==> config.mk <==
export PLATFORM = sky130hd
export DESIGN_NAME = vec_mux_arbiter
export DESIGN_NICKNAME = d
export VERILOG_FILES = /design/src/rtl/vec_arb_pkg.sv /design/src/rtl/vec_mux_arbiter_rr_pick3.sv /design/src/rtl/vec_mux_arbiter.sv
export SDC_FILE = /design/constraint.sdc
export NUM_CORES = 1
export LEC_CHECK = 0
export BUFFER_PORTS_ARGS = -buffer_cell sky130_fd_sc_hd__buf_2
export CELL_PAD_IN_SITES_DETAIL_PLACEMENT = 0
export CELL_PAD_IN_SITES_GLOBAL_PLACEMENT = 1
export CORE_MARGIN = 1
export CORE_UTILIZATION = 36
export CTS_CLUSTER_SIZE = 12
export DETAILED_ROUTE_END_ITERATION = 8
export GPL_ROUTABILITY_DRIVEN = 0
export PLACE_DENSITY = 0.78
export SETUP_SLACK_MARGIN = 0.2
export SLEW_MARGIN = 20
export SYNTH_ARGS = -nofsm -noshare
export SYNTH_HDL_FRONTEND = slang
export SYNTH_HIERARCHICAL = 1
export SYNTH_SLANG_ARGS = --single-unit
==> constraint.sdc <==
create_clock -name clk -period 3.4 [get_ports clk]
set_input_delay 0 -clock clk [delete_from_list [all_inputs] [get_ports clk]]
set_output_delay 0 -clock clk [all_outputs]
set_load 0.05 [all_outputs]
==> src/rtl/vec_arb_pkg.sv <==
// Shared types and constants for the vector operand mux arbiter.
// Provides FSM state enum, select encodings and a one-hot helper.
package vec_arb_pkg;

  typedef enum logic {ARB_IDLE, ARB_BURST} arb_state_t;

  localparam int NREQ = 3;

  localparam logic [1:0] SEL_D0 = 2'b00;
  localparam logic [1:0] SEL_D1 = 2'b01;
  localparam logic [1:0] SEL_D2 = 2'b10;

  function automatic logic [2:0] onehot3(input logic [1:0] sel);
    logic [2:0] oh;
    oh = 3'b000;
    case (sel)
      SEL_D0:  oh = 3'b001;
      SEL_D1:  oh = 3'b010;
      SEL_D2:  oh = 3'b100;
      default: oh = 3'b000;
    endcase
    return oh;
  endfunction

endpackage

==> src/rtl/vec_mux_arbiter_rr_pick3.sv <==
// Combinational round-robin picker over three requests.
// Ports: i_req[2:0], i_ptr[1:0] -> o_idx[1:0] first set bit from ptr, o_found.
module rr_pick3
  import vec_arb_pkg::*;
(
  input  logic [2:0] i_req,
  input  logic [1:0] i_ptr,
  output logic [1:0] o_idx,
  output logic       o_found
);

  function automatic logic [1:0] nxt(input logic [1:0] p);
    return (p >= 2'd2) ? 2'd0 : p + 2'd1;
  endfunction

  logic [1:0] w_c0;
  logic [1:0] w_c1;
  logic [1:0] w_c2;

  // ptr value 3 is unreachable; fold it onto 0 for safety
  assign w_c0 = (i_ptr == 2'd3) ? 2'd0 : i_ptr;
  assign w_c1 = nxt(w_c0);
  assign w_c2 = nxt(w_c1);

  assign o_found = |i_req;

  always_comb begin
    o_idx = SEL_D0;
    if (i_req[w_c0])      o_idx = w_c0;
    else if (i_req[w_c1]) o_idx = w_c1;
    else if (i_req[w_c2]) o_idx = w_c2;
  end

endmodule

==> src/rtl/vec_mux_arbiter.sv <==
// Round-robin burst arbiter driving the 3:1 vector operand mux select.
// Ports: clk, reset, req[2:0], len0..2, out_ready -> out_valid, sel, gnt,
// beat_ack, last, busy. Macro VEC_ARB_PERF_EN adds gnt_cnt0..2 counters.
module vec_mux_arbiter
  import vec_arb_pkg::*;
#(
  parameter int LENW = 4,
  parameter int CNTW = 16
) (
  input  logic            clk,
  input  logic            reset,
  input  logic [2:0]      req,
  input  logic [LENW-1:0] len0,
  input  logic [LENW-1:0] len1,
  input  logic [LENW-1:0] len2,
  input  logic            out_ready,
  output logic            out_valid,
  output logic [1:0]      sel,
  output logic [2:0]      gnt,
  output logic [2:0]      beat_ack,
  output logic            last,
  output logic            busy
`ifdef VEC_ARB_PERF_EN
  ,
  output logic [CNTW-1:0] gnt_cnt0,
  output logic [CNTW-1:0] gnt_cnt1,
  output logic [CNTW-1:0] gnt_cnt2
`endif
);

  arb_state_t      r_state;
  arb_state_t      w_state_nxt;
  logic [1:0]      r_owner;
  logic [1:0]      w_owner_nxt;
  logic [1:0]      r_rr_ptr;
  logic [1:0]      w_rr_ptr_nxt;
  logic [LENW-1:0] r_len_q;
  logic [LENW-1:0] w_len_nxt;
  logic [LENW-1:0] r_beat_cnt;
  logic [LENW-1:0] w_cnt_nxt;

  logic [1:0]      w_idx;
  logic            w_found;
  logic            w_burst;
  logic            w_accept;
  logic            w_last;
  logic            w_grant;
  logic [LENW-1:0] w_len_sel;

  rr_pick3 u_pick (
    .i_req   (req),
    .i_ptr   (r_rr_ptr),
    .o_idx   (w_idx),
    .o_found (w_found)
  );

  assign w_burst  = (r_state == ARB_BURST);
  assign w_accept = w_burst && out_ready;
  assign w_last   = w_burst && (r_beat_cnt == r_len_q);
  assign w_grant  = (r_state == ARB_IDLE) && w_found;

  always_comb begin
    w_len_sel = len0;
    case (w_idx)
      SEL_D1:  w_len_sel = len1;
      SEL_D2:  w_len_sel = len2;
      default: w_len_sel = len0;
    endcase
  end

  always_comb begin
    w_state_nxt  = r_state;
    w_owner_nxt  = r_owner;
    w_rr_ptr_nxt = r_rr_ptr;
    w_len_nxt    = r_len_q;
    w_cnt_nxt    = r_beat_cnt;
    case (r_state)
      ARB_IDLE: begin
        if (w_found) begin
          w_state_nxt  = ARB_BURST;
          w_owner_nxt  = w_idx;
          w_len_nxt    = w_len_sel;
          w_cnt_nxt    = '0;
          w_rr_ptr_nxt = (w_idx == 2'd2) ? 2'd0 : w_idx + 2'd1;
        end
      end
      ARB_BURST: begin
        if (w_accept) begin
          if (w_last) w_state_nxt = ARB_IDLE;
          else        w_cnt_nxt   = r_beat_cnt + 1'b1;
        end
      end
      default: w_state_nxt = ARB_IDLE;
    endcase
  end

  always_ff @(posedge clk) begin
    if (reset) begin
      r_state    <= ARB_IDLE;
      r_owner    <= 2'd0;
      r_rr_ptr   <= 2'd0;
      r_len_q    <= '0;
      r_beat_cnt <= '0;
    end else begin
      r_state    <= w_state_nxt;
      r_owner    <= w_owner_nxt;
      r_rr_ptr   <= w_rr_ptr_nxt;
      r_len_q    <= w_len_nxt;
      r_beat_cnt <= w_cnt_nxt;
    end
  end

  assign out_valid = w_burst;
  assign busy      = w_burst;
  assign last      = w_last;
  assign sel       = w_burst ? r_owner : SEL_D0;
  assign gnt       = w_burst ? onehot3(r_owner) : 3'b000;
  // the beat is discarded when reset lands on it
  assign beat_ack  = (w_accept && !reset) ? onehot3(r_owner) : 3'b000;

`ifdef VEC_ARB_PERF_EN
  logic [CNTW-1:0] r_gnt_cnt [NREQ];

  always_ff @(posedge clk) begin
    for (int i = 0; i < NREQ; i++) begin
      if (reset) begin
        r_gnt_cnt[i] <= '0;
      end else if (w_grant && (w_idx == 2'(i)) &&
                   (r_gnt_cnt[i] != '1)) begin
        r_gnt_cnt[i] <= r_gnt_cnt[i] + 1'b1;
      end
    end
  end

  assign gnt_cnt0 = r_gnt_cnt[0];
  assign gnt_cnt1 = r_gnt_cnt[1];
  assign gnt_cnt2 = r_gnt_cnt[2];
`else
  logic w_unused;
  assign w_unused = w_grant & (CNTW > 0);
`endif

endmodule

=== Word-level counts from Yosys, hierarchy flattened ===
Cells that the tools add are included.
Widths: inputs -> output; s select.

* Shifts and indexed selects: 0
* Reduce and logical (&&, ||, !) cells: 8
* Equality and inequality tests: 9
* Order comparisons: 5
* Bitwise logic cells: 1
* Mux-type cells: 26
* $mul: 0
* Add/subtract/negate cells: 4
* Divide/modulo/power cells: 0

{| class="wikitable"
|+ Operators with widths
! cell !! number
|-
| $mux 2 || 8
|-
| $pmux 4 s2 || 2
|-
| $mux 4 || 3
|-
| $lt 2x3->1 const B || 3
|-
| $pmux 3 s3 || 1
|-
| $add 2x1->2 const B || 3
|-
| $bmux 1 s2 || 3
|-
| $eq 2x2->1 const B || 3
|-
| $mux 1 || 6
|-
| $mux 3 || 2
|-
| $add 4x1->4 const B || 1
|-
| $eq 2x1->1 const B || 2
|-
| $eq 4x4->1 || 1
|-
| $ge 2x2->1 const B || 2
|-
| $ne 2x1->1 const B || 2
|-
| $logic_and 1x1->1 || 3
|-
| $reduce_and 3->1 || 1
|-
| $reduce_or 3->1 || 1
|-
| $logic_not 2->1 || 1
|-
| $ne 2x2->1 const B || 1
|-
| $pmux 1 s2 || 1
|-
| $reduce_and 2->1 || 1
|-
| $logic_not 1->1 || 1
|-
| $not 1->1 || 1
|}

* Bits in latches: 0
* Word-level logic and storage cells: 58
* ROM bits: 0
* Input bits: 18
* Memories: 0
* Output and inout port bits: 11
* Register bits: 13
* Bits in writable memories: 0

=== Logic depth before layout (Yosys ltp) ===
Gate-level depths: netlist of the first run.

* Word-level depth: 13
* Depth in mapped cells: 12
* Depth with buffers taken out: 11

=== Cells and area by module ===
Netlist of the first run, hierarchy kept.

{| class="wikitable"
|+ By module, submodules not included
! module !! area an instance (um^2) !! times used !! cells each !! seq. area each (um^2)
|-
| vec_mux_arbiter || 855.8 || 1 || 107 || 260.2
|-
| rr_pick3 || 145.1 || 1 || 20 || 0.0
|}

=== Worst setup path after synthesis of the first run ===
Ideal clock, no wire load.

* Path type: reg-to-output
* Start point: register r_state (netlist: busy)
* End point: output port beat_ack[1]
* Stages on the path, launching flop included: 3
* Path slack: 857 ps
* Buffers on the path: 0
* Required time: 3400 ps
* Arrival: 2543 ps
* Path through: dfxtp_1 > nand2_1 > nor4b_1

* Cells in the longest elaborated chain, start to end: 3

{| class="wikitable"
|+ Ends and longest elaborated chain
! item !! RTL line !! source
|-
| from (decl) || vec_mux_arbiter.sv:31 || <nowiki>arb_state_t r_state;</nowiki>
|-
| from (signal assigned) || vec_mux_arbiter.sv:105 || <nowiki>r_state <= w_state_nxt;</nowiki>
|-
| $logic_and 1x1->1 || vec_mux_arbiter.sv:58 || <nowiki>assign w_accept = w_burst && out_ready;</nowiki>
|-
| $logic_and 1x1->1 || vec_mux_arbiter.sv:119 || <nowiki>assign beat_ack = (w_accept && !reset) ? onehot3(r_owner) : 3'b000;</nowiki>
|-
| $mux 3 || vec_mux_arbiter.sv:119 ||
|-
| to (decl) || vec_mux_arbiter.sv:20 || <nowiki>output logic [2:0] beat_ack,</nowiki>
|}

No other way between the ends.

=== Final worst setup path of the first run ===
* Start point: register r_rr_ptr[0]
* End point: register r_len_q[3]

* Cells in the longest elaborated chain, start to end: 13
* Elaborated cells between the ends (all ways): 20
* Those cells by class: add/sub (2); order compare (2); eq/ne (3); mux (13)

{| class="wikitable"
|+ Ends and longest elaborated chain
! item !! RTL line !! source
|-
| from (decl) || vec_mux_arbiter.sv:35 || <nowiki>logic [1:0] r_rr_ptr;</nowiki>
|-
| from (signal assigned) || vec_mux_arbiter.sv:107 || <nowiki>r_rr_ptr <= w_rr_ptr_nxt;</nowiki>
|-
| $eq 2x2->1 || vec_mux_arbiter_rr_pick3.sv:21 || <nowiki>assign w_c0 = (i_ptr == 2'd3) ? 2'd0 : i_ptr;</nowiki>
|-
| $mux 2 (*) || vec_mux_arbiter_rr_pick3.sv:21 ||
|-
| $add 2x1->2 or $ge 2x2->1 (tied branches) || vec_mux_arbiter_rr_pick3.sv:13 || <nowiki>return (p >= 2'd2) ? 2'd0 : p + 2'd1;</nowiki>
|-
| $mux 2 || vec_mux_arbiter_rr_pick3.sv:13 ||
|-
| $add 2x1->2 or $ge 2x2->1 (tied branches) || vec_mux_arbiter_rr_pick3.sv:13 ||
|-
| $mux 2 || vec_mux_arbiter_rr_pick3.sv:13 ||
|-
| $bmux 1 s2 || vec_mux_arbiter_rr_pick3.sv:31 || <nowiki>else if (i_req[w_c2]) o_idx = w_c2;</nowiki>
|-
| $mux 1 (implied by the code) || vec_mux_arbiter_rr_pick3.sv:31 ||
|-
| $mux 2 || vec_mux_arbiter_rr_pick3.sv:31 ||
|-
| $mux 2 || vec_mux_arbiter_rr_pick3.sv:30 || <nowiki>else if (i_req[w_c1]) o_idx = w_c1;</nowiki>
|-
| $mux 2 (*) || vec_mux_arbiter_rr_pick3.sv:29 || <nowiki>if (i_req[w_c0]) o_idx = w_c0;</nowiki>
|-
| net w_idx[0] || vec_mux_arbiter.sv:42 || <nowiki>logic [1:0] w_idx;</nowiki>
|-
| $eq 2x2->1 or $eq 2x1->1 (tied branches) || vec_mux_arbiter.sv:64 || <nowiki>case (w_idx)</nowiki>
|-
| $pmux 4 s2 (*) || vec_mux_arbiter.sv:64 ||
|-
| to (signal assigned) || vec_mux_arbiter.sv:108 || <nowiki>r_len_q <= w_len_nxt;</nowiki>
|-
| to (decl) || vec_mux_arbiter.sv:37 || <nowiki>logic [LENW-1:0] r_len_q;</nowiki>
|}

Mark *: on every way through the listed nets, which the timed path passes. The rest lies on a longest branch. The select of a mux whose other input is x is not followed.
A chain may end at the register's enable or synchronous reset.

==> impl_metrics.yaml, run 1 <==
run_status:
  status: "completed"
worst_setup_path:
  worst-setup-path-type: "reg -> reg"
  r2r_cells: 11
  crit_fanout: 8
  crit_arrival_ns: 2.91
  critPathSlowestCell: "a311oi_1"
  r2r_slack_ns: 0.70
  cp-start-kind: "flop"
  rr_startpoint: "r_rr_ptr[0]"
  endpoint_kind: "flop"
  reg2reg_to: "r_len_q[3]"
  cp_top_family: "compound AO/OA/AOI/OAI gates"
  cp_cell_sequence: "inv_1 -> ha_1 -> nor4b_2 -> a311oi_1 -> a311oi_1 -> inv_1 -> ha_1 -> nor2_1 -> a211oi_1 -> a21oi_1 -> nor2_1"
  crit_required_ns: 3.61
  critPathBufInv: 2
  max_stage_delay_ns: 0.54
sta:
  maxSlewViolCount: 0
  finalCritPeriodShare_pct: 79.44
  tightest_slew_ns: 0.5864
  setup_ws_ns: 0.6990
  finalClockSkew_ns: 0.002862
  period_needed_ns: 2.701
  hold_viol_final: 0
  setup_tns_ns: 0
  max_freq_mhz: 370.2
  setup_violations: 0
  hold_slack_ns: 0.09402
  rsz0062_at_grt: "no"
  maxSlewHeadroom_pct: 60.64
route:
  drc: 0
  vias: 984
  dr.pass1.iters: 4
  antenna_left: 0
  wl_per_cell_um: 12.30
  via_per_inst: 5.348
  totalWireLength_um: 2263
  drt_iter0_markers: 10
logic_synthesis:
  syn_avg_cell_area_um2: 7.882
  yosysUniqueCellTypes: 42
  synthArstFlopShare_pct: 0
  synthSimpleGateAreaFrac_pct: 27.13
  seq_area_frac_synth_pct: 26.00
  synth_top_area_cell: "dfxtp_1"
  synth-adder-area-share_pct: 10.00
  synth_top_family_by_area: "simple AND/OR/NAND/NOR gates"
  synth.yosys.warnings: 6
  synth.ff_latch_count: 13
  synth_xor_area_share_pct: 1.625
  synth_compound_gate_area_share_pct: 25.87
  synth_edf_count: 0
  syn-num-nets: 153
  ys.flop_type: "dfxtp_1"
  syn_area_um2: 1001
  netlist_instances: 127
  synth.area.top_cells: "dfxtp_1 (26%), ha_1 (10%), a21oi_1 (5.0%)"
  muxShareOfSynthArea_pct: 2.125
  synth.top_cell.area_share_pct: 26.00
floorplanning:
  die_w_um: 54.73
  die_h_um: 54.73
  boundaryPins: 29
  initial_core_util_pct: 39.33
  dieArea_um2: 2995
  rows: 18
  core-area_um2: 2545
job:
  cap_violations: 0
finish:
  fillers: 268
  syn_to_final_growth_pct: 18.25
  multiInputGateArea_um2: 668.1
  nets: 181
  diodes: 0
  regArea_um2: 260.3
  layout_commonest_cell: "buf_2"
  final_cell_mix: "buf_2 (28), nor2_1 (13), dfxtp_1 (13), nand2_1 (11), inv_1 (11)"
  drive_gt1_share_pct: 24.68
  fin_util_pct: 46.51
clocking:
  cts_tree: "yes"
  htreeDepth: 1
  clk_pin_slew_ns: 0.08
  cts.path.max_buffers: 2
  cts_resized: 0
  cts_root_buf: "clkbuf_4"
  cts-buffers-inserted: 3
  post-cts-setup-buffer-count: 0
  clk_latency_ns: 0.27
  clkSinkCount: 13
global_route:
  track_usage_pct: 17.40
  grt_pass1_vias: 885
  grt_max_degree: 18
  antenna_found_initial: 0
  grt.overflow.total: 0
  grt_pass1_wl_um: 3753
power:
  power_leakage_nw: 0.4917
  fin_total_pwr_uw: 508.9
  ir_worst_vdd_uv: 223.0
  power.density_nw_per_um2: 430.0
placed_design:
  pre_cts_slack_ns: 0.6963
  place_hpwl_um: 1758
  io_buffers: 28
worst_hold_path:
  hold_path_startpoint: "reset"
  holdPathEnd: "r_len_q[2]"
  min_path_type: "in -> reg"
  min_path_cells: 2
-- area by class of cell --
| class | count | share of cell area, % |
|---|---|---|
| Clock buffer | 4 | 2.220 |
| Inverter | 11 | 3.488 |
| Multi-Input combinational cell | 97 | 56.45 |
| Sequential cell | 13 | 21.99 |
| Tap cell | 30 | 3.171 |
| Timing Repair Buffer | 29 | 12.68 |
-- registers in the layout, indices dropped and copies added, names as in the netlist --
| name | count |
|---|---|
| r_len_q | 4 |
| r_rr_ptr | 2 |
| busy | 1 |
| r_owner | 2 |
| r_beat_cnt | 4 |
-- where the power goes --
group | switching (mW) | total, mW | internal (mW) | leakage, nW
Combinational | 0.139 | 0.223 | 0.0840 | 0.370
Clock | 0.0514 | 0.0969 | 0.0454 | 0.0150
Sequential | 0.0208 | 0.189 | 0.168 | 0.106
Total | 0.212 | 0.509 | 0.297 | 0.492
-- timing repair --
item / 4_1_cts / 5_1_grt
endpoints found under the hold margin: 1 / 0
setup endpoints to repair: 0 / 0
hold buffers: 1 / 0
-- stage by stage --
stage | instances | instance area, µm²
2_1_floorplan | 127 | 1001
3_3_place_gp | 179 | 1147
3_5_place_dp | 179 | 1147
4_1_cts | 184 | 1184
5_1_grt | 184 | 1184
6_report | 184 | 1184
-- synth_stat cells, types with 2 or more instances --
library cell   n
ha_1           8
clkbuf_1       3
nor4b_1        2
a21oi_1       10
a311oi_1       2
nor2_1        13
buf_4          2
a31oi_1        2
nor2b_1        2
dfxtp_1       13
inv_1         11
nand3_1        3
a211oi_1       4
nand2_1       11
nor4_1         2
and2_1         2
a22oi_1        4
o21ai_0        2
nand2b_1       8
-- logic make-up after synthesis --
group,Yosys count
AOI/OAI and AO/OA,36
DFF,13
adders and majority gates,8
buffers and inverters,17
and+or+nand+nor,50
muxes,2
xor gates and xnor gates,1
-- worst max path at each step --
stage                           start     endpoint  slack [ns]  depth (start not counted)
after floorplan                  busy  beat_ack[1]        0.86                          2
after global placement    r_rr_ptr[0]   r_len_q[2]        0.87                         11
after detailed placement  r_rr_ptr[0]   r_len_q[1]        0.70                         11
after CTS                 r_rr_ptr[0]   r_len_q[1]        0.66                         11
after global routing      r_rr_ptr[0]   r_len_q[3]        0.39                         11
final                     r_rr_ptr[0]   r_len_q[3]        0.70                         11
-- metal layers --
metal | vias to the layer above | routed length [µm] | track usage (%)
li1 | 517 | - | -
met1 | 428 | 1112 | 21.09
met2 | 37 | 992 | 29.32
met3 | 2 | 129 | 5.000
met4 | 0 | 28 | 5.128
met5 | - | 0 | 0
(Power assumes the default switching activity.)
==> inputs of run 2 (changes only) <==
Settings changed: CORE_UTILIZATION 36 to 33, PLACE_DENSITY 0.78 to 0.76.
Clock period 3.4 ns to 2.33 ns, I/O delays scaled along.
==> run 2 against run 1 <==
- combinational power is 87% higher
- total power is 63% higher
- first-iteration DRC count grew to 4.2 times the previous value
- die area is 8.8% higher
- sequential share of layout area is 1.9 points lower
- non-clock buffer count is 4 higher
- critical path depth stayed put
- flip-flop and latch count stayed put
- the flow now finishes with violations (DRC)
- final cell count is 2.7% higher
==> impl_metrics.yaml, run 2 (synthesis gave the netlist of run 1 again) <==
power:
  p_switching_uw: 348.4
  power_leakage_nw: 0.5278
  power.density_nw_per_um2: 628.2
  comb_power_share_pct: 50.1
  p_clk_share_pct: 17.2
  p_seq_share_pct: 32.7
  ir_worst_vdd_uv: 292.2
  p_int_uw: 482.4
  swShare_pct: 41.94
floorplanning:
  boundaryPins: 29
  rows: 19
  core-area_um2: 2805
  die_w_um: 57.08
  dieArea_um2: 3258
  die_h_um: 57.08
  initial_core_util_pct: 35.68
run_status:
  status: "complete, but fails checks"
  violations: "DRC"
worst_setup_path:
  rr_startpoint: "r_rr_ptr[1]"
  crit_arrival_ns: 2.42
  cp_cell_sequence: "inv_1 -> ha_2 -> nor4b_4 -> a311oi_2 -> a311oi_2 -> inv_2 -> ha_2 -> a22oi_1 -> a211oi_2 -> a21oi_1 -> nor2_1"
  critPathBufInv: 2
  max_stage_delay_ns: 0.37
  reg2reg_to: "r_len_q[1]"
  crit_required_ns: 2.49
  critPathSlowestCell: "dfxtp_2"
  cp-start-kind: "flop"
  worst-setup-path-type: "reg -> reg"
  setup.worst_path.start: "r_rr_ptr[1]"
  crit_fanout: 6
  r2r_cells: 11
  r2r_slack_ns: 0.07
  endpoint_kind: "flop"
  cp_top_family: "compound AO/OA/AOI/OAI gates"
sta:
  max_freq_mhz: 441.7
  rsz0062_at_grt: "yes"
  maxSlewViolCount: 0
  setup_tns_ns: 0
  tightest_slew_ns: 0.6056
  hold_slack_ns: 0.08615
  hold_viol_final: 0
  setup_violations: 0
  finalCritPeriodShare_pct: 97.18
  finalClockSkew_ns: 0.005499
  setup_ws_ns: 0.06582
  maxSlewHeadroom_pct: 59.63
  period_needed_ns: 2.264
clocking:
  clk_pin_slew_ns: 0.09
  cts_tree: "yes"
  clkSinkCount: 13
  clk_latency_ns: 0.27
  cts.path.max_buffers: 2
  htreeDepth: 1
  cts-buffers-inserted: 3
  cts_root_buf: "clkbuf_4"
finish:
  fin_util_pct: 47.15
  final_cell_mix: "buf_2 (28), nand2_1 (11), nor2_1 (11), dfxtp_1 (11), a21oi_1 (10)"
  drive_gt1_share_pct: 39.87
  syn_to_final_growth_pct: 32.13
  final_cells: 189
  largestRegisters: "r_beat_cnt (4), r_len_q (4)"
  diodes: 0
  layout_commonest_cell: "buf_2"
  nets: 185
global_route:
  antenna_found_initial: 0
  grt_pass1_wl_um: 4050
  grt.overflow.total: 0
  track_usage_pct: 16.00
  grt_pass1_vias: 916
  grt_max_degree: 18
placed_design:
  io_buffers: 28
  place_hpwl_um: 1817
  pre_cts_slack_ns: 0.01281
  dp.cells: 182
route:
  dr.pass1.iters: 6
  vias: 1016
  wl_per_cell_um: 13.52
  drc: 7
  via_per_inst: 5.376
  antenna_left: 0
  drt_iter0_markers: 42
  totalWireLength_um: 2556
worst_hold_path:
  min_path_type: "in -> reg"
  holdPathEnd: "r_len_q[0]"
  hold_path_startpoint: "reset"
  min_path_cells: 2
job:
  cap_violations: 0
==> run 2: cell types whose count changed in the layout (fill, tap and decap cells not counted), sizes merged <==
cell | before | now
buf | 28 | 32
==> run 2: area by class of cell <==
type / count / area [µm²]
Clock buffer: 4 / 26.28
Fill cell: 295 / 1483
Sequential cell: 13 / 265.3
Multi-Input combinational cell: 97 / 770.7
Timing Repair Buffer: 33 / 180.2
Tap cell: 31 / 38.79
Inverter: 11 / 41.29
==> run 2: repair_timing <==
item / in CTS / in global routing
hold buffers: 1 / 0
hold endpoints to repair: 1 / 0
endpoints found under the setup margin: 4 / 4
pin swaps: 1 / 7
resized for setup: 10 / 8
buffers inserted: 1 / 1
==> run 2: layer usage <==
| layer | global-route usage, % | up-vias | routed length, µm | share of wire [%] |
|---|---|---|---|---|
| li1 | - | 524 | - | - |
| met1 | 19.05 | 457 | 1170 | 46 |
| met2 | 27.73 | 31 | 1219 | 48 |
| met3 | 2.494 | 4 | 131 | 5.1 |
| met4 | 8.362 | 0 | 34 | 1.3 |
| met5 | 0 | - | 0 | 0 |
==> run 2: how the worst max path moves through the flow <==
| stage | end | slack (ns) | depth (start not counted) |
|---|---|---|---|
| after CTS | r_len_q[2] | 0.18 | 11 |
| after detailed placement | r_len_q[2] | 0.01 | 11 |
| after global placement | r_len_q[1] | 0.07 | 11 |
| after global routing | r_len_q[1] | -0.0005 | 11 |
| final | r_len_q[1] | 0.07 | 11 |
| after floorplan | beat_ack[1] | -0.21 | 2 |
==> run 2: stage by stage <==
stage	instance area [µm²]	power [mW]
final	1323	0.8308
after global routing	1323	0.8843
after CTS	1280	0.8023
after detailed placement	1197	0.6255
after global placement	1197	0.6201
after floorplan	1045	0.5603
==> run 2: power by group through the flow <==
stage          clock [mW]  sequential, mW  combinational (mW)
2_1_floorplan           0           0.278               0.282
3_3_place_gp            0           0.276               0.344
3_5_place_dp            0           0.277               0.349
4_1_cts             0.148           0.272               0.382
5_1_grt             0.155           0.278               0.452
6_report            0.143           0.272               0.416
==> inputs of run 3 (changes only) <==
Settings changed: BUFFER_PORTS_ARGS -buffer_cell sky130_fd_sc_hd__buf_2 to default, CORE_UTILIZATION 33 to 40, DONT_BUFFER_PORTS from default to 1, PLACE_DENSITY 0.76 to 0.75.
==> run 3 against run 2 <==
- the run ends with hold timing left
- final cell count shrank 10%
- flip-flop and latch count is the same
- sequential share of layout area decreased by 0.075 points
- clock skew fell by 0.0028 ns
- total power is 0.24% higher
- non-clock buffer count down 16
- critical endpoint is now r_len_q[2]
==> impl_metrics.yaml, run 3 (synthesis gave the netlist of run 1 again) <==
worst_setup_path:
  r2r_slack_ns: 0.15
  max_stage_delay_ns: 0.38
  critPathSlowestCell: "dfxtp_4"
  crit_required_ns: 2.55
  cp_cell_sequence: "inv_2 -> ha_4 -> nor4b_4 -> a311oi_2 -> a311oi_2 -> buf_4 -> ha_4 -> a22oi_2 -> a211oi_2 -> a21oi_1 -> nor2_1"
  crit_fanout: 4
  cp-start-kind: "flop"
  crit_arrival_ns: 2.40
  critPathBufInv: 2
  worst-setup-path-type: "reg -> reg"
  endpoint_kind: "flop"
  cp_top_family: "compound AO/OA/AOI/OAI gates"
finish:
  diodes: 0
  fillers: 204
  layout_commonest_cell: "buf_4"
  nets: 169
  largestRegisters: "r_beat_cnt (4), r_len_q (4)"
  syn_to_final_growth_pct: 33.88
  drive_gt1_share_pct: 36.62
  fin_area_um2: 1340
  final_cell_mix: "buf_4 (12), nand2_1 (11), nor2_1 (11), dfxtp_1 (11), a21oi_1 (9)"
placed_design:
  placed_area_um2: 1145
  place_hpwl_um: 1706
  io_buffers: 0
floorplanning:
  boundaryPins: 29
  rows: 17
  core-area_um2: 2276
  die_h_um: 52.03
  dieArea_um2: 2707
  initial_core_util_pct: 43.98
  die_w_um: 52.03
run_status:
  status: "complete, but fails checks"
  violations: "hold timing"
global_route:
  grt_pass1_vias: 971
  grt.overflow.total: 0
  antenna_found_initial: 0
  track_usage_pct: 20.65
  grt_pass1_wl_um: 4126
  grt_max_degree: 18
power:
  power_leakage_nw: 0.4766
  ir_worst_vdd_uv: 448.0
  power.density_nw_per_um2: 621.4
clocking:
  clkSinkCount: 13
  clk_latency_ns: 0.27
  cts.path.max_buffers: 2
  clk_pin_slew_ns: 0.08
  cts-buffers-inserted: 3
  htreeDepth: 1
  cts_tree: "yes"
  cts_root_buf: "clkbuf_4"
  hold_buffers: 5
sta:
  hold_slack_ns: -0.2221
  finalClockSkew_ns: 0.002684
  setup_tns_ns: 0
  setup_violations: 0
  maxSlewViolCount: 0
  max_freq_mhz: 459.1
  rsz0062_at_grt: "yes"
  hold_viol_final: 9
  period_needed_ns: 2.178
  finalCritPeriodShare_pct: 93.48
  tightest_slew_ns: 0.4815
  maxSlewHeadroom_pct: 67.85
route:
  antenna_left: 0
  vias: 955
  dr.pass1.iters: 4
  drc: 0
  totalWireLength_um: 2523
  drt_iter0_markers: 11
  via_per_inst: 5.618
  wl_per_cell_um: 14.84
worst_hold_path:
  min_path_type: "in -> reg"
job:
  cap_violations: 0
-- run 3: worst paths after layout --
path         depth (start not counted)   startpoint           to
max                                 11  r_rr_ptr[0]   r_len_q[2]
min                                  1        reset   r_owner[1]
max reg2reg                         11  r_rr_ptr[0]   r_len_q[2]
min reg2reg                          2  r_rr_ptr[0]  r_rr_ptr[0]
-- run 3: area by class of cell --
type                       count  area, µm²  area share [%]
clock buffer                   4      26.28           1.961
inverter                      11      41.29           3.081
multi-input combinational     97      819.5           61.16
sequential                    13      267.8           19.98
timing repair buffer          17      150.1           11.20
tap                           28      35.03           2.614
-- run 3: timing repair --
action / 4_1_cts / 5_1_grt
gates resized for setup: 15 / 10
setup endpoints to repair: 4 / 6
pin swaps: 4 / 16
hold endpoints to repair: 13 / 9
setup buffers: 1 / 2
-- run 3: report_power, final --
group	total [mW]	switching (mW)	internal, mW
sequential	0.280	0.0348	0.246
combinational	0.410	0.231	0.180
clock	0.142	0.0757	0.0664
total	0.833	0.341	0.491
-- run 3: per-layer routing --
metal	part of all wire, %	vias up	GRT usage, %
met5	0	-	0
met4	0.48	0	8.108
met3	4.5	2	1.754
met2	49	23	36.97
met1	46	441	25.04
li1	-	489	-
-- run 3: per-stage QoR --
step | cells | hold WS (ns) | setup WS [ns] | total power [mW] | utilization (%)
floorplan | 127 | 0.09313 | -0.2130 | 0.5603 | -
global placement | 159 | 0.06575 | 0.1035 | 0.6054 | 50.30
detailed placement | 159 | 0.06735 | -0.005432 | 0.6124 | 50.30
CTS | 169 | -0.2353 | 0.1602 | 0.8115 | 57.12
global route | 170 | -0.2357 | 0.006879 | 0.8893 | 58.88
finish | 170 | -0.2221 | 0.1520 | 0.8327 | 58.88
-- run 3: worst register-to-register path, stage by stage, from the launching register on --
cell	delay [ns]
dfxtp_4	0.38
inv_2	0.05
ha_4	0.26
nor4b_4	0.20
a311oi_2	0.08
a311oi_2	0.32
buf_4	0.20
ha_4	0.17
a22oi_2	0.08
a211oi_2	0.23
a21oi_1	0.07
nor2_1	0.09
